**config.mk**
```make
export PLATFORM = sky130hd
export DESIGN_NAME = pipe_idexe_reg
export DESIGN_NICKNAME = d
export VERILOG_FILES = /design/src/rtl/pipe_pkg.sv /design/src/rtl/pipe_idexe_reg_fwd_sel.sv /design/src/rtl/pipe_idexe_reg.sv
export SDC_FILE = /design/constraint.sdc
export NUM_CORES = 1
export LEC_CHECK = 0
export CAP_MARGIN = 20
export CORE_ASPECT_RATIO = 0.6
export CORE_MARGIN = 1.5
export CORE_UTILIZATION = 25
export CTS_BUF_LIST = sky130_fd_sc_hd__clkbuf_16
export CTS_CLUSTER_SIZE = 14
export DETAILED_ROUTE_END_ITERATION = 8
export HOLD_SLACK_MARGIN = 0.08
export PLACE_DENSITY_LB_ADDON = 0.1
export SYNTH_ARGS = -nofsm -noshare
export SYNTH_HDL_FRONTEND = slang
export SYNTH_SLANG_ARGS = --single-unit
```
**constraint.sdc**
```tcl
create_clock -name clock -period 3 [get_ports clock]
set_input_delay 0.6 -clock clock [delete_from_list [all_inputs] [get_ports clock]]
set_output_delay 0.6 -clock clock [all_outputs]
set_load 0.01 [all_outputs]
```
**src/rtl/pipe_pkg.sv**
```systemverilog
// Shared definitions for the pipeline boundary blocks: widths, forward-select
// encodings and architectural register numbers.
package pipe_pkg;

   localparam int ALUC_W = 4;
   localparam int DATA_W = 32;
   localparam int REG_W  = 5;

   typedef enum logic [1:0] {
      FWD_RF   = 2'b00,
      FWD_EXE  = 2'b01,
      FWD_MALU = 2'b10,
      FWD_MMO  = 2'b11
   } fwd_sel_e;

   localparam logic [REG_W-1:0] REG_ZERO = 5'd0;
   localparam logic [REG_W-1:0] REG_RA   = 5'd31;

   // A writing stage matches a source only for a nonzero destination.
   function automatic logic reg_hit(input logic wr, input logic [REG_W-1:0] dst,
                                    input logic [REG_W-1:0] src);
      return wr & (dst != REG_ZERO) & (dst == src);
   endfunction

endpackage

```
**src/rtl/pipe_idexe_reg_fwd_sel.sv**
```systemverilog
// Operand forwarding for one ID-stage source: EXE result beats MEM result,
// which beats the register-file value.
module fwd_sel
   import pipe_pkg::*;
(
   input  logic [REG_W-1:0]  src,
   input  logic [DATA_W-1:0] rfval,
   input  logic              ewreg,
   input  logic              em2reg,
   input  logic [REG_W-1:0]  ern,
   input  logic [DATA_W-1:0] ealu,
   input  logic              mwreg,
   input  logic              mm2reg,
   input  logic [REG_W-1:0]  mrn,
   input  logic [DATA_W-1:0] malu,
   input  logic [DATA_W-1:0] mmo,
   output fwd_sel_e          sel,
   output logic [DATA_W-1:0] opnd
);

   logic exe_hit_s;
   logic mem_hit_s;

   // Select the forwarding source; a load in EXE has no result yet, so it never forwards.
   always_comb begin
      sel       = FWD_RF;
      exe_hit_s = reg_hit(ewreg & ~em2reg, ern, src);
      mem_hit_s = reg_hit(mwreg, mrn, src);
      if (exe_hit_s) begin
         sel = FWD_EXE;
      end else if (mem_hit_s) begin
         sel = mm2reg ? FWD_MMO : FWD_MALU;
      end else begin
         sel = FWD_RF;
      end
   end

   // Operand mux driven by the select.
   always_comb begin
      opnd = rfval;
      case (sel)
         FWD_RF:   opnd = rfval;
         FWD_EXE:  opnd = ealu;
         FWD_MALU: opnd = malu;
         FWD_MMO:  opnd = mmo;
         default:  opnd = rfval;
      endcase
   end

endmodule

```
**src/rtl/pipe_idexe_reg.sv**
```systemverilog
// ID/EXE pipeline register with operand forwarding, load-use interlock,
// flush bubbles, downstream hold and a bubble counter.
module pipe_idexe_reg
   import pipe_pkg::*;
#(
   parameter int CNTW = 16
) (
   input  logic              clock,
   input  logic              resetn,
   input  logic              dwreg,
   input  logic              dm2reg,
   input  logic              dwmem,
   input  logic              djal,
   input  logic              daluimm,
   input  logic              dshift,
   input  logic [ALUC_W-1:0] daluc,
   input  logic [DATA_W-1:0] da,
   input  logic [DATA_W-1:0] db,
   input  logic [DATA_W-1:0] dimm,
   input  logic [DATA_W-1:0] dpc4,
   input  logic [REG_W-1:0]  drs,
   input  logic [REG_W-1:0]  drt,
   input  logic [REG_W-1:0]  drn,
   input  logic              dusers,
   input  logic              duserts,
   input  logic              dflush,
   input  logic              hold,
   input  logic [REG_W-1:0]  ern,
   input  logic [DATA_W-1:0] ealu,
   input  logic [REG_W-1:0]  mrn,
   input  logic              mwreg,
   input  logic              mm2reg,
   input  logic [DATA_W-1:0] malu,
   input  logic [DATA_W-1:0] mmo,
   output logic              ewreg,
   output logic              em2reg,
   output logic              ewmem,
   output logic              ejal,
   output logic              ealuimm,
   output logic              eshift,
   output logic [ALUC_W-1:0] ealuc,
   output logic [DATA_W-1:0] ea,
   output logic [DATA_W-1:0] eb,
   output logic [DATA_W-1:0] eimm,
   output logic [DATA_W-1:0] epc4,
   output logic [REG_W-1:0]  ern0,
   output logic              evalid,
   output logic              stall,
   output logic [CNTW-1:0]   nbubble
);

   fwd_sel_e          sel_a_s;
   fwd_sel_e          sel_b_s;
   logic [DATA_W-1:0] fwd_a_s;
   logic [DATA_W-1:0] fwd_b_s;
   logic              luse_s;
   logic              bubble_s;
   logic              unused_s;

   fwd_sel u_fwd_a (
      .src(drs), .rfval(da),
      .ewreg(ewreg), .em2reg(em2reg), .ern(ern), .ealu(ealu),
      .mwreg(mwreg), .mm2reg(mm2reg), .mrn(mrn), .malu(malu), .mmo(mmo),
      .sel(sel_a_s), .opnd(fwd_a_s)
   );

   fwd_sel u_fwd_b (
      .src(drt), .rfval(db),
      .ewreg(ewreg), .em2reg(em2reg), .ern(ern), .ealu(ealu),
      .mwreg(mwreg), .mm2reg(mm2reg), .mrn(mrn), .malu(malu), .mmo(mmo),
      .sel(sel_b_s), .opnd(fwd_b_s)
   );

   assign unused_s = ^{sel_a_s, sel_b_s};

   // Load in EXE whose destination is read by the ID instruction.
   always_comb begin
      luse_s   = (ewreg & em2reg & (ern != REG_ZERO)) &
                 ((dusers & (ern == drs)) | (duserts & (ern == drt)));
      bubble_s = dflush | luse_s;
      stall    = hold | luse_s;
   end

   // E-stage registers: hold freezes everything, a bubble kills side-effecting controls.
   always_ff @(posedge clock or negedge resetn) begin
      if (!resetn) begin
         ewreg   <= 1'b0;
         em2reg  <= 1'b0;
         ewmem   <= 1'b0;
         ejal    <= 1'b0;
         ealuimm <= 1'b0;
         eshift  <= 1'b0;
         ealuc   <= '0;
         ea      <= 32'h0000_0000;
         eb      <= 32'h0000_0000;
         eimm    <= 32'h0000_0000;
         epc4    <= 32'h0000_0000;
         ern0    <= 5'd0;
         evalid  <= 1'b0;
         nbubble <= '0;
      end else if (!hold) begin
         ewreg   <= dwreg  & ~bubble_s;
         em2reg  <= dm2reg & ~bubble_s;
         ewmem   <= dwmem  & ~bubble_s;
         ejal    <= djal   & ~bubble_s;
         evalid  <= ~bubble_s;
         ealuimm <= daluimm;
         eshift  <= dshift;
         ealuc   <= daluc;
         ea      <= fwd_a_s;
         eb      <= fwd_b_s;
         eimm    <= dimm;
         epc4    <= dpc4;
         ern0    <= drn;
         if (bubble_s) begin
            nbubble <= nbubble + {{(CNTW-1){1'b0}}, 1'b1};
         end
      end
   end

endmodule

```
==> After elaboration in Yosys (flattened, before gate mapping) <==
Index checks and enable logic that the tools add are counted.
W data, S select, Z words.
{ "classes": {"n_addsub": 1, "n_reduce_logical": 5, "bitwise": 22, "n_mux": 7, "eq_ne": 10} }
{ "op_table": {"columns": ["op", "count"], "rows": [
  ["$pmux W32 S4", 2],
  ["$eq A5 B5 Y1", 4],
  ["$add A16 B1 Y16 const B", 1],
  ["$and A1 B1 Y1", 16],
  ["$reduce_bool A5 Y1", 2],
  ["$eq A2 B2 Y1 const B", 4],
  ["$mux W2", 4],
  ["$eq A2 B1 Y1 const B", 2],
  ["$logic_not A2 Y1", 2],
  ["$not A1 Y1", 3],
  ["$or A1 B1 Y1", 3],
  ["$reduce_and A2 Y1", 1],
  ["$mux W1", 1]
]} }
{ "word_totals": {"inputBits": 267, "reg_bits": 160} }

==> Logic depth before layout (Yosys ltp) <==
{ "logic_depth": {"word_depth": 7, "depth_mapped": 7, "depth_no_buf": 6} }

==> Modules after synthesis <==
From an unflattened synthesis, not the netlist that was laid out.
{ "unflattened": {"cells_unflattened": 933, "area_unflattened_um2": 10358.7} }
{ "by_module_without_submodules": {"columns": ["module", "n_inst", "area_each_um2", "cells_per_inst", "seq_area_each_um2"], "rows": [
  ["pipe_idexe_reg", 1, 6920.4, 489, 4003.8],
  ["fwd_sel", 2, 1719.1, 222, 0.0]
]} }

==> Worst setup path after synthesis <==
No wires, ideal clock.
{ "synth_timing": {"path_type": "input -> output", "start": "input ern[0]", "end": "output stall", "setup_slack_ps": 481, "arrival_time_ps": 1919, "required_time_ps": 2400, "path_buffers": 1, "cell_stages": 5, "path_cell_list": "or4_1 -> o21ai_2 -> a211oi_2 -> buf_2 -> or2_2"} }
{ "synth_via": {"elab_chain_cells": 5, "word_cells_on_any_way": 9, "classes_between": "eq/ne: 2; bitwise: 6; reduce/logical: 1"} }
{ "synth_rtl": {"columns": ["element", "line", "source"], "rows": [
  ["start: declaration", "pipe_idexe_reg.sv:28", "input logic [REG_W-1:0] ern,"],
  ["$eq A5 B5 Y1", "pipe_idexe_reg.sv:79", "((dusers & (ern == drs)) | (duserts & (ern == drt)));"],
  ["$and A1 B1 Y1", "pipe_idexe_reg.sv:79", null],
  ["$or A1 B1 Y1", "pipe_idexe_reg.sv:79", null],
  ["$and A1 B1 Y1 *", "pipe_idexe_reg.sv:78", "luse_s = (ewreg & em2reg & (ern != REG_ZERO)) &"],
  ["$or A1 B1 Y1 *", "pipe_idexe_reg.sv:81", "stall = hold | luse_s;"],
  ["end: declaration", "pipe_idexe_reg.sv:48", "output logic stall,"]
]} }
Every way passes the cells marked *; elsewhere a longest branch is shown, timed or not.

==> Worst setup path in the final report <==
{ "layout_timing": {"start": "input ern[1]", "end": "output stall"} }
Same word-level chain as after synthesis.

==> flow_summary.json <==
{
  "finalWirelength_mm": 30.6,
  "place.port_buffers": 427,
  "antenna_left": 0,
  "setup-violations-final": 0,
  "grt_start_max_net_pins": 137,
  "yosys-top-cells-area": "dfrtp_1 (51%), mux2_2 (11%), a211o_1 (7.1%)",
  "static-leakage-power_nw": 5.63,
  "post-synth-top-count-cell": "dfrtp_1",
  "powerDensity_nw_per_um2": 470,
  "critical_path_class": "primary input to output pin",
  "numCtsBuffers": 17,
  "synth_seq_area_share_pct": 50.5,
  "clock_path_buffers": 2,
  "post_synth_most_frequent_cells": "dfrtp_1 (160), mux2_2 (76), nor2_1 (67)",
  "antenna_violations_before_repair": 0,
  "dp_cells": 1505,
  "die_x_um": 233,
  "post_synth_edffs": 0,
  "final-instance-count-excl-fill": 1538,
  "path_clk_slew_ns": 0.07,
  "relSlewSlack_pct": 45.4,
  "final_slew_violations": 0,
  "ys_async_sr_fraction_pct": 100,
  "first_iter_violations": 226,
  "rsz0062_at_grt": "no",
  "start_util_pct": 25.4,
  "synthesis.instances": 681,
  "synth_seq_cells": 160,
  "netlist_area_sq_um": 7920,
  "post-cts-setup-buffer-count": 0,
  "antenna-diode-count": 0,
  "cp_required_ns": 2.40,
  "total_power_mw": 6.34,
  "hpwlAfterDp_mm": 22.5,
  "overflow": 0,
  "clock_tree.root_cell": "clkbuf_16",
  "cts_tree": "done",
  "worst_setup_path_end_kind": "output pin",
  "die_h_um": 141,
  "layout.core_utilization_pct": 43.3,
  "timing.critical_path.fanout_max": 3,
  "outcome": "finished, final reports clean",
  "multi_input_comb_area_sq_um": 3700,
  "area.sequential_sq_um": 4000,
  "final_critical_path_setup_slack_ns": 0.144,
  "grt_pass1_wl_mm": 45.7,
  "drcViolationCount": 0,
  "synth.lib_cells_used.distinct": 35,
  "cts-htree-levels": 4,
  "finalCriticalPeriod_ns": 2.86,
  "boundaryPins": 428,
  "design.core.area_sq_um": 31200,
  "yosys_top_cell_area_share_pct": 50.5,
  "wl_per_cell_um": 19.9,
  "cts.sink_count": 160,
  "place_ws_ns": -0.360,
  "synth.yosys.warnings": 0,
  "detail_route.first_pass.iterations": 4,
  "cp-start-kind": "primary input",
  "final.period_utilization_pct": 95.2,
  "fin_tns_setup_ns": 0,
  "synth_top_cell_by_area": "dfrtp_1",
  "hold_path.class": "register to register",
  "clock_insertion_delay_worst_skew_ns": 0.44,
  "die_area_sq_um": 32800,
  "clock_skew_ns": 0.0110,
  "grt_pass1_vias": 7353,
  "track_usage_pct": 18.6,
  "num_rows": 50,
  "tightest_slew_ns": 0.819,
  "worst_ir_drop_vdd_v": 0.000323,
  "final_net_count": 1377,
  "filler_cell_count_in_the_final_layout": 2984,
  "cp_data_arrival_time_ns": 2.26,
  "synthToLayoutAreaGrowth_pct": 70.2,
  "synth.net_count": 949,
  "maxCapViolCount": 0,
  "synthesis.area_per_instance_sq_um": 11.6,
  "synth_ff_type": "dfrtp_1",
  "place.gp.congestion": 0.841,
  "hold_viol_final": 0,
  "final_layout_size_suffix_gt1_share_pct": 14.4,
  "route.detailed.vias_per_inst": 4.61,
  "fmax_mhz": 350,
  "route.vias.total": 7089
}
[registers in the layout, summed over array words and instances (netlist names)]
signal,flops
ealuc,4
ealuimm,1
epc4,32
eb,32
ejal,1
ewreg,1
evalid,1
nbubble,16
eshift,1
em2reg,1
ern0,5
eimm,32
ewmem,1
ea,32
[worst max-delay path: stages]
cell	delay [ns]
clkdlybuf4s50_1	0.46
buf_4	0.16
xor2_1	0.14
nor2_1	0.15
nand3_1	0.12
a211oi_2	0.32
or2_4	0.17
clkbuf_2	0.13
[power by group]
| part | switching [mW] | internal, mW |
|---|---|---|
| Clock | 0.970 | 1.15 |
| Combinational | 0.631 | 1.04 |
| Sequential | 0.168 | 2.39 |
[layout make-up]
class                           count  area share (%)
Clock buffer                       17            3.16
Sequential cell                   160            29.7
Tap cell                          416            3.86
Multi-Input combinational cell    464            27.4
Timing Repair Buffer              464            34.8
Inverter                            2          0.0557
Clock inverter                     15           0.984
[layer usage]
layer	GRT usage, %	share of wire, %
met5	0	0
met4	4.99	1.4
met3	4.11	4.6
met2	30.4	49
met1	24.7	45
[stage by stage]
step                      cell area, sq um  hold slack (ns)
after CTS                            13500            0.482
after detailed placement             12900            0.463
after global routing                 13500            0.504
after floorplan                       7920            0.304
after global placement               12900            0.465
final                                13500            0.479
[final timing paths]
path	from	endpoint	slack [ns]	cells after the start
hold / removal	nbubble[15]	nbubble[15]	0.48	1
min in group asynchronous	resetn	epc4[1]	0.61	2
max in group asynchronous	resetn	nbubble[12]	1.62	3
setup reg to reg	ewreg	ea[28]	0.97	6
hold reg to reg	nbubble[15]	nbubble[15]	0.48	1
setup / recovery	ern[1]	stall	0.14	8
[cell families (layout without fill, tap and decap cells)]
kind of cell	after synthesis	in the layout	share of synthesized area [%]
compound gates	215	215	20.9
flops	160	160	50.5
mux	108	108	14.8
simple gates	105	105	6.38
buf+inv	57	498	3.25
xor+xnor	35	35	3.87
fa+ha+maj	1	1	0.158
[timing repair]
action,CTS,global route
pin swaps,0,2
hold endpoints to repair,29,0
resized for setup,6,3
setup endpoints to repair,1,1
hold buffers,1,0
cloned,0,0
[layout by cell type (no fill, tap or decap), types with 5 or more instances in the layout]
cell type	n
xor2_1	14
nand2_1	5
dfrtp_1	160
o211ai_1	11
a2bb2oi_1	59
a2bb2oi_2	5
mux2_2	76
nand3_1	6
mux2i_1	32
buf_4	24
buf_12	12
a211o_1	64
a21oi_1	64
clkdlybuf4s50_1	422
nor2_1	67
xnor2_1	21
clkbuf_16	17
and3_1	14
Power figures use the tool's default switching activity.
==> RTL edit 1 (same flow settings) <==
Change the package constant `DATA_W` from 32 to 48.
--- a/src/rtl/pipe_pkg.sv
+++ b/src/rtl/pipe_pkg.sv
@@ -4,5 +4,5 @@
 
    localparam int ALUC_W = 4;
-   localparam int DATA_W = 32;
+   localparam int DATA_W = 48;
    localparam int REG_W  = 5;
 
Ports: changed (11 resized); port bits go from 428 to 604. The function was not compared with the original's and may differ.
==> RTL edit 1 against the original RTL <==
  * Cell area increased by 37%
  * Area after synthesis increased by 36%
  * Routed wire length increased by 52%
  * Sequential cell count increased by 64
  * Clock skew decreased by 0.0016 ns
  * First-iteration DRC count increased by 93%
  * Power increased by 37%
  * Worst setup slack got worse by 0.032 ns
==> RTL edit 1: results (changes against the original RTL) <==
metric;value;unit;change
fill_cells;4010;;+34%
dp_hpwl;34800;um;+55%
grt_pass1_wl;67500;um;+48%
drive_above_1_share;0.132;;-0.0126
synth.top_cell.area_share;0.521;;+0.0152
route.met2.wl;22900;um;+54%
r2r_slack;1.25;ns;+0.28 ns
drt_iter0_drc;437;;+93%
leakagePower;0.00722;uW;+28%
cts.htree.levels;1;;-3
max_slew_margin;0.492;;+0.0380
yosys-top-cells-area;dfrtp_1 52%, mux2_2 11%, o21ai_1 8.2%;;
first_pass_iters;7;;+3
grt_antenna_before_repair;7;;+7
route.layer.met1.wl;19800;um;+43%
route.top_layer_used;met5;;
final_cell_count_no_fill;2172;;+41%
clock_path_buffers;3;;+1
layout.nets;1958;;+42%
status;completed;;
met3WireLength;2880;um;+110%
synth_seq_area_share;0.521;;+0.0152
dp.cells;2120;;+41%
wire_per_inst;21.4;um;+7.8%
slowest_delay;0.56;ns;+0.10 ns
fin_ws;0.112;ns;-0.0322 ns
synth_fp_nets;1359;;+43%
synth_area_per_cell;11.0;um^2;-5.5%
RTL edit 1: cell types whose count changed after synthesis, moves of 16 or more:
cell / before / now
o21ai_1: 1 / 177
a22oi_1: 0 / 96
nand2_1: 5 / 100
a211o_1: 64 / 0
a21oi_1: 64 / 0
dfrtp_1: 160 / 224
nor2_1: 67 / 5
a2bb2oi_1: 59 / 0
nor2b_1: 0 / 48
mux2_2: 76 / 107
mux2i_1: 32 / 48
o21ai_0: 0 / 16
RTL edit 1: power breakdown:
group	leakage [uW]	internal, uW	switching (uW)
Sequential	0.00270	3340	206
Clock	0.000388	1600	1330
Combinational	0.00413	1350	887
RTL edit 1: layout make-up:
| type | instances | area, um^2 | share of cell area |
|---|---|---|---|
| repair buffers | 648 | 6520 | 0.354 |
| clock buffers | 25 | 626 | 0.0339 |
| diodes | 8 | 20.0 | 0.00109 |
| clock inverters | 18 | 114 | 0.00618 |
| multi-input cells | 676 | 4820 | 0.262 |
| flip-flops and latches | 224 | 5610 | 0.304 |
| well taps | 570 | 713 | 0.0387 |
| inverters | 3 | 11.3 | 0.000611 |
RTL edit 1: kinds of logic after synthesis:
logic type | Yosys count | synth area share
AOI/OAI and AO/OA | 298 | 0.165
xor gates and xnor gates | 35 | 0.0285
adders and majority gates | 1 | 0.00116
buffers and inverters | 79 | 0.0378
DFF | 224 | 0.521
muxes | 156 | 0.158
and+or+nand+nor | 186 | 0.0889
RTL edit 1: per-stage QoR:
stage | utilization | TNS (ns) | hold WS (ns)
3_5_place_dp | 0.418 | -0.387 | 0.462
6_report | 0.437 | 0 | 0.479
3_3_place_gp | 0.418 | -0.172 | 0.466
4_1_cts | 0.437 | 0 | 0.483
2_1_floorplan | - | 0 | 0.304
5_1_grt | 0.437 | 0 | 0.500
RTL edit 1: per-layer routing:
layer / up-vias / track usage
met5: - / 0
met4: 2 / 0.0462
met3: 55 / 0.0516
met2: 312 / 0.345
met1: 4819 / 0.257
li1: 4745 / -
RTL edit 1: what timing repair did:
| action | 4_1_cts | 5_1_grt |
|---|---|---|
| hold endpoints to repair | 48 | 0 |
| resized for setup | 5 | 0 |
| hold buffers | 1 | 0 |
| setup endpoints to repair | 1 | 0 |
| setup buffers | 0 | 0 |
RTL edit 1: path summary, 6_finish.rpt:
path | endpoint | startpoint | cells after the start
worst max-delay path | stall | ern[2] | 7
worst min-delay path | nbubble[15]$_DFFE_PN0P_ | nbubble[15]$_DFFE_PN0P_ | 1
worst max register to register | ea[3]$_DFFE_PN0N_ | em2reg$_DFFE_PN0N_ | 5
worst min register to register | nbubble[15]$_DFFE_PN0P_ | nbubble[15]$_DFFE_PN0P_ | 1
max in group asynchronous | eimm[8]$_DFFE_PN0N_ | resetn | 3
min in group asynchronous | epc4[12]$_DFFE_PN0N_ | resetn | 2
==> RTL edit 2 (config.mk and constraints unchanged) <==
Made on the original files. Make the reset (`resetn`) synchronous in one clocked block.
--- a/src/rtl/pipe_idexe_reg.sv
+++ b/src/rtl/pipe_idexe_reg.sv
@@ -83,5 +83,5 @@
 
    // E-stage registers: hold freezes everything, a bubble kills side-effecting controls.
-   always_ff @(posedge clock or negedge resetn) begin
+   always_ff @(posedge clock) begin
       if (!resetn) begin
          ewreg   <= 1'b0;
Check against the original RTL: differs if resetn is asserted again (counterexample within 4 cycles, from zero or initial values and one cycle with resetn low); with resetn held inactive, the same outputs for 4 cycles.
==> RTL edit 2 against the original RTL <==
  * Sequential share of layout area down 6.4 points
  * Register-to-register slack better by 0.17 ns
  * Clock skew down 0.0033 ns
  * Sequential cell count unchanged
  * Worst setup slack better by 0.044 ns
  * Routed wire length up 2.5%
  * Worst hold slack worse by 0.0033 ns
  * Area after synthesis up 6.3%
  * Power down 7.5%
  * Global-route usage down 0.84 points
  * Cell area up 2.0%
  * First-iteration DRC count up 57%
==> RTL edit 2: results (changes against the original RTL) <==
metric;value;unit;change
r2r_slack;1.14;ns;+0.17 ns
dp.cells;1712;;+14%
leakagePower;0.00527;uW;-6.5%
holdCritStartpoint;ewmem$_SDFFE_PN0N_;;
holdPathStages;2;;+1
post-place-ws;-0.123;ns;+0.237 ns
grt_antenna_before_repair;4;;+4
dp_hpwl;23400;um;+3.8%
synthAdderAreaFrac;0.00149;;-0.0000932
wire_per_inst;18.0;um;-9.7%
slowest_delay;0.54;ns;+0.08 ns
grt_use_met3;0.0588;;+0.0177
cp-startpoint;ern[4];;
r2r_start;nbubble[3]$_SDFFE_PN0P_;;
ir_drop;378;uV;+17%
holdWs;0.476;ns;-0.00331 ns
drt_iter0_drc;355;;+57%
grt_max_degree;69;;-50%
fill_cells;3257;;+9.1%
max_slew_margin;0.431;;-0.0228
drive_above_1_share;0.0974;;-0.0469
powerClk;2310;uW;+9%
critPathSlowestCell;or4_4;;
synth_compound_area_frac;0.0997;;-0.110
synth_area_per_cell;9.62;um^2;-17%
r2r_end;nbubble[15]$_SDFFE_PN0P_;;
postRouteWirelength;31300;um;+2.5%
synthXorXnorAreaFrac;0.0208;;-0.0179
clockPowerShare;0.393;;+0.059
ctsResizeCount;1;;-5
grt_use_met1;0.225;;-0.0219
synth_fp_nets;1143;;+20%
grt.met2_usage;0.290;;-0.0138
placed_area;13100;um^2;+1.9%
status;completed;;
synthMuxAreaShare;0.227;;+0.0786
place.gp.congestion;0.807;;-4.1%
synthArstFlopShare;0;;-1.00
reg2regPathDepth;5;;-1
synthDistinctLibCells;38;;+8.6%
period_needed;2.81;ns;-0.0443 ns
RTL edit 2: cell count changes after synthesis, sizes merged, moves of 34 or more:
cell,delta
dfrtp,-160
a211o,-64
and3,+53
nor2b,+76
o21ai,+64
mux2i,+123
a2bb2oi,-64
nor2,-64
nand2b,+34
dfxtp,+160
mux2,-44
or2b,+47
RTL edit 2: logic make-up (layout without fill, tap and decap cells):
group           count (synthesis)  in the layout
compound gates                152            152
xor+xnor                       20             20
other cells                     0              3
fa+ha+maj                       1              1
mux                           187            187
buf+inv                        73            491
simple gates                  282            282
flops                         160            160
RTL edit 2: layout make-up:
class,instances,area (um^2),area share
timing repair buffer,458,4600,0.335
tap,450,563,0.0409
clock buffer,17,425,0.0309
antenna,3,7.51,0.000546
inverter,2,7.51,0.000546
sequential,160,3200,0.233
clock inverter,14,179,0.0130
multi-input combinational,642,4770,0.347
RTL edit 2: per-layer routing:
layer,vias to the layer above,wire [um]
met5,-,13
met4,2,367
met1,3534,14200
met3,23,1900
met2,151,14900
li1,3870,-
